===== config.mk =====
export PLATFORM = sky130hd
export DESIGN_NAME = wb_queue
export DESIGN_NICKNAME = d
export VERILOG_FILES = /design/src/rtl/wb_queue.sv
export SDC_FILE = /design/constraint.sdc
export NUM_CORES = 1
export LEC_CHECK = 0
export ABC_AREA = 1
export CORE_MARGIN = 2
export CORE_UTILIZATION = 41
export DETAILED_ROUTE_END_ITERATION = 10
export PLACE_DENSITY = 0.73
export SYNTH_ARGS = -nofsm -noshare
export SYNTH_HDL_FRONTEND = slang
export SYNTH_SLANG_ARGS = --single-unit

===== constraint.sdc =====
create_clock -name clk -period 8.65 [get_ports clk]
set_clock_uncertainty 0.1 [all_clocks]
set_input_delay 2.595 -clock clk [delete_from_list [all_inputs] [get_ports clk]]
set_output_delay 2.595 -clock clk [all_outputs]
set_load 0.03 [all_outputs]

===== src/rtl/wb_queue.sv =====
// wb_queue: two-producer write-back FIFO feeding one register-file write port,
// with pending-write lookup for decode operand addresses.
module wb_queue #(
   parameter int DEPTH = 4
) (
   input  logic                       clk,
   input  logic                       rst,
   input  logic                       a_valid,
   input  logic [4:0]                 a_addr,
   input  logic [31:0]                a_data,
   output logic                       a_ready,
   input  logic                       b_valid,
   input  logic [4:0]                 b_addr,
   input  logic [31:0]                b_data,
   output logic                       b_ready,
   output logic                       we,
   output logic [4:0]                 waddr,
   output logic [31:0]                wdata,
   input  logic [4:0]                 chk_addr1,
   input  logic [4:0]                 chk_addr2,
   output logic                       chk_busy1,
   output logic                       chk_busy2,
   output logic [$clog2(DEPTH):0]     count
);
   localparam int AW = $clog2(DEPTH);
   logic [4:0]    addr_q [DEPTH];
   logic [31:0]   data_q [DEPTH];
   logic [AW-1:0] head, tail, off;
   logic          not_full, a_hs, b_hs, enq, occ;
   logic [4:0]    in_addr;
   logic [31:0]   in_data;
   assign not_full = count < (AW+1)'(DEPTH);
   assign a_ready  = not_full;
   assign b_ready  = not_full && !a_valid;
   assign a_hs     = a_valid && a_ready;
   assign b_hs     = b_valid && b_ready;
   assign in_addr  = a_hs ? a_addr : b_addr;
   assign in_data  = a_hs ? a_data : b_data;
   // writes to r0 complete the handshake but are dropped
   assign enq      = !rst && (a_hs || b_hs) && in_addr != 5'd0;
   // the reset edge must not commit a write of an entry that is being flushed
   assign we       = count != '0 && !rst;
   assign waddr    = we ? addr_q[head] : 5'd0;
   assign wdata    = we ? data_q[head] : 32'd0;
   always_ff @(posedge clk) begin
      if (rst) begin
         head  <= '0;
         tail  <= '0;
         count <= '0;
      end else begin
         head  <= head + AW'(we);
         tail  <= tail + AW'(enq);
         count <= count + (AW+1)'(enq) - (AW+1)'(we);
      end
   end
   always_ff @(posedge clk) begin
      if (enq) begin
         addr_q[tail] <= in_addr;
         data_q[tail] <= in_data;
      end
   end
   // an entry is occupied when its distance from head is below count
   always_comb begin
      chk_busy1 = 1'b0;
      chk_busy2 = 1'b0;
      off       = '0;
      occ       = 1'b0;
      for (int i = 0; i < DEPTH; i++) begin
         off       = AW'(i) - head;
         occ       = {1'b0, off} < count;
         chk_busy1 = chk_busy1 | (occ && chk_addr1 != 5'd0 && addr_q[i] == chk_addr1);
         chk_busy2 = chk_busy2 | (occ && chk_addr2 != 5'd0 && addr_q[i] == chk_addr2);
      end
   end
endmodule


Word level (Yosys, flattened, before mapping)
Memory sizes are Yosys's and may differ from the RTL's. A register that Yosys moved wholly into a read port is not among the register bits. Cells that the tools add are included.

Add/subtract/negate cells: 8. $lt $le $gt $ge: 5. Equal/unequal tests: 8. Muxes and demuxes: 8. Bitwise gates (word level): 6. Reduce and logical (&&, ||, !) cells: 29.

Operators by type and width (number): two-way mux 32 bit (2); == test 5 bit (8); logical AND 1 bit (22); nonzero test 5 bit (3); less-than comparator 2 x 3 -> 1 bit (4); two-way mux 5 bit (2); OR 1 bit (6); adder 2 x 1 -> 2 bit (2); two-way mux 2 bit (2); subtractor 1 x 2 -> 2 bit (first input constant) (2); subtractor 2 bit (first input constant) (2); adder 3 x 1 -> 3 bit (1); less-than comparator 3 bit (second input constant) (1); nonzero test 3 bit (1); subtractor 3 x 1 -> 3 bit (1); zero test 1 bit (2); two-way mux 1 bit (2); logical OR 1 bit (1).

Flip-flop bits (word level): 7. RAM bits: 148. Input bits: 88. Output and inout bits: 45. Memories: 2.

Memories: data_q (depth 4, bits a word 32, rd ports 1, clocked after Yosys merged registers in 1, wr ports 1, RTL line 27) `logic [31:0] data_q [DEPTH];`; addr_q (depth 4, bits a word 5, rd ports 5, clocked after Yosys merged registers in 1, wr ports 1, RTL line 26) `logic [4:0] addr_q [DEPTH];`.

Depth between registers and ports, before layout
Gate-level depths: netlist (run 1).

Word-level depth: 8. Depth in mapped cells: 16.

Worst setup path before layout (run 1)
OpenSTA, ideal clock, no wires.

Path kind: input to output. Start: input rst. End: output wdata[10]. Data arrival time: 3615 ps. Required time: 5955 ps. Setup slack: 2340 ps. Cell stages on the path: 5. Buffers on the path: 2. Path through: inv_1 o31ai_1 buf_2 buf_4 a41oi_1.

Word-level cells in the longest chain between the ends: 3.

RTL lines: start: declaration (RTL line 7) `input logic rst,`; zero test 1 bit (RTL line 42) `assign we = count != '0 && !rst;`; logical AND 1 bit (RTL line 42); two-way mux 32 bit (RTL line 44) `assign wdata = we ? data_q[head] : 32'd0;`; end: declaration (RTL line 18) `output logic [31:0] wdata,`.

No other way between the ends.

Worst setup path after layout (run 1)
Start: input rst. End: output wdata[20].

Same word-level chain as after synthesis.

==> out/summary.log, run 1 <==
qor: timing.final.setup.worst_slack 1.13 ns
qor: place.place.detailed.hpwl 11300 µm
qor: detailed_routing.avgViaCountPerCell 5.40
qor: clocking.hold_buffer_count_at_cts 0
qor: logic_synthesis.asyncSetResetFlopFracSynth 0
qor: clocking.htree_levels 4
qor: logic_synthesis.post_synth_most_frequent_cells nand3_1, edfxtp_1, nand2_1
qor: place.place.gp.congestion 0.915
qor: critical_path.cp_max_fo 23
qor: grt.largest_net_degree_at_the_start_of_global_routing 73
qor: detailed_routing.total_detailed_routing_wirelength 18100 µm
qor: clocking.cts.repair.resized 0
qor: timing.fmaxAchievable 0.133 GHz
qor: hold_path.hp-class reg -> reg
qor: logic_synthesis.ys_dominant_reg_cell edfxtp_1
qor: logic_synthesis.synth_edf_count 148
qor: detailed_routing.routed-via-count 5460
qor: layout.fill_cells 1542
qor: clocking.cts_tree yes
qor: place.placed_cell_area 8870 µm²
qor: die.die-area 19100 µm²
qor: detailed_routing.detail_route.wl_per_cell 17.9 µm
qor: layout.design_area 9450 µm²
qor: layout.num_antenna_cells 0
qor: critical_path.crit_path_max_incr_delay 0.71 ns
qor: timing.grt_setup_unrepaired no
qor: pwr.power_density 274 nW/µm²
qor: layout.fin_util 0.532
qor: die.placement_rows 49
qor: clocking.clkSinkCount 155
qor: die.initial_utilization 0.415
qor: detailed_routing.drt_iter0_markers 293
qor: timing.post-route-period-util 0.869
qor: detailed_routing.detailedRoute.firstPassIterationCount 5
qor: timing.worst_slew_margin_relative_to_its_limit 0.373
qor: timing.tns 0 ns
qor: detailed_routing.detail-route-antenna-nets 0
qor: die.die_h 138 µm
qor: critical_path.setup.worst_path.start_class primary input
qor: place.io_buffer_count 132
qor: logic_synthesis.register_bit_total_from_synthesis 155
qor: grt.grt_remaining_overflow 0
qor: logic_synthesis.synth.yosys.seq_area_share 0.621
qor: critical_path.worst-endpoint-arrival 4.82 ns
qor: logic_synthesis.syn_area 7380 µm²
qor: detailed_routing.drc 0
qor: clocking.clock_tree.buffer_depth 2
qor: pwr.ir_worst_vdd 130 µV
qor: clocking.number_of_buffers_added_by_the_clock_tree_synthesis_step 17
qor: flow_run.cap_viol_max_count 0
qor: critical_path.critical_path_class in -> out
qor: clocking.cts_setup_buffers 0
qor: logic_synthesis.post-synth-top-count-cell nand3_1
qor: timing.setup_violation_total_in_the_final_timing_report 0
qor: grt.track_usage 0.192
qor: layout.ratio_of_cells_with_drive_above_1_in_the_final_layout 0.115
qor: clocking.worst_skew_pair.late_latency 0.41 ns
qor: critical_path.critical_path.cell_chain clkdlybuf4s50_1 > inv_1 > o31ai_4 > buf_4 > a41oi_1 > clkdlybuf4s50_1
qor: logic_synthesis.avg_cell_area_syn 11.3 µm²
qor: layout.num-nets-final 866
qor: status.status complete, no violations
qor: timing.maxSlewViolCount 0
qor: timing.report.final.hold_viol_count 0
qor: die.chipWidth 138 µm
qor: grt.via_count_of_the_first_global_routing_pass 5474
qor: layout.area_delta_synth_final 28.1%
qor: pwr.static-leakage-power 3.29 nW
qor: place.place_ws 1.12 ns
qor: die.ports_placed_on_the_boundary 133
qor: logic_synthesis.yosysUniqueCellTypes 30
qor: die.core_region_area 17800 µm²
qor: clocking.clkTransAtPathRegs 0.06 ns
qor: logic_synthesis.synth_nets 749
qor: timing.timing_worst_slew_pin_value 0.941 ns
qor: logic_synthesis.synth-warning-count 0
qor: logic_synthesis.yosys-top-cells-area edfxtp_1, nand3_1, mux2_2
qor: critical_path.cp_common_cell clkdlybuf4s50_1
qor: logic_synthesis.yosys.area.top_type_share 0.602
qor: clocking.cts-root-buf clkbuf_16
qor: critical_path.timing.critical_path.to_type output port
qor: critical_path.crit_path_top_delay_cell clkdlybuf4s50_1
qor: timing.final_period_minus_worst_setup_slack 7.52 ns
qor: logic_synthesis.synth_top_cell_by_area edfxtp_1
qor: logic_synthesis.post_synth_inst_count 652
qor: grt.antenna_found_initial 0
qor: critical_path.cp.required 5.96 ns
qor: grt.grt_pass1_wl 28600 µm
==> layer usage <==
metal | routed length [µm] | global-route usage | vias up
li1 | - | - | 2609
met1 | 7600 | 0.237 | 2631
met2 | 9120 | 0.328 | 193
met3 | 968 | 0.0350 | 27
met4 | 386 | 0.0865 | 0
met5 | 0 | 0 | -
==> where the power goes <==
part | switching (mW) | internal (mW)
Clock | 0.310 | 0.406
Sequential | 0.0626 | 0.928
Combinational | 0.564 | 0.321
==> flip-flops by register name, summed over array words and instances (netlist names) <==
signal,cells
head,2
data_q,128
tail,2
count,3
addr_q,20
==> kinds of logic after synthesis <==
group / Yosys count / synth area share
AOI/OAI and AO/OA: 66 / 0.0677
xor gates and xnor gates: 15 / 0.0178
adders and majority gates: 9 / 0.0163
buffers and inverters: 92 / 0.0549
DFF: 155 / 0.621
muxes: 32 / 0.0488
and+or+nand+nor: 283 / 0.173
==> through the flow <==
step	instances	hold WS [ns]	power, mW
global route	1011	0.517	2.73
detailed placement	979	0.469	1.89
global placement	979	0.450	1.88
CTS	1011	0.482	2.61
finish	1011	0.469	2.59
floorplan	652	0.418	1.57
==> cells in the final DEF (no fill, tap or decap), drive strengths merged <==
cell type,instances
dfxtp,7
bufinv,1
inv,58
o22ai,12
edfxtp,148
mux2,32
nand4,3
o211ai,1
xnor2,7
ha,8
o21ai,17
nand2,80
clkinv,3
clkdlybuf4s50,132
o31ai,1
a21oi,1
buf,9
fa,1
clkbuf,17
nor2,51
o21bai,1
clkinvlp,2
nand3,149
a41oi,33
xor2,8
==> worst max-delay path: cells and delay by family <==
| family | cells | cell delay [ns] |
|---|---|---|
| compound gates | 2 | 0.47 |
| buf+inv | 4 | 1.74 |
==> final timing paths <==
check         endpoint     start  slack (ns)  depth (start not counted)
max          wdata[20]       rst        1.13                          6
max reg2reg   count[2]  count[2]        5.23                         14
min reg2reg    tail[1]   tail[1]        0.47                          2
min            tail[1]   tail[1]        0.47                          2
==> final cells by class <==
type,instances,area (µm²),area share
clock buffer,17,425,0.0450
clock inverter,15,151,0.0160
inverter,49,191,0.0203
multi-input combinational,405,2420,0.256
sequential,155,4590,0.485
tap,229,287,0.0303
timing repair buffer,141,1390,0.147
Note: power is estimated with default switching activity, not from simulation.
==> inputs of run 2 (changes only) <==
Settings changed: CTS_CLUSTER_SIZE set to 30.
==> results of run 2 <==
Final layout, timing and power as in run 1 (identical DEF).
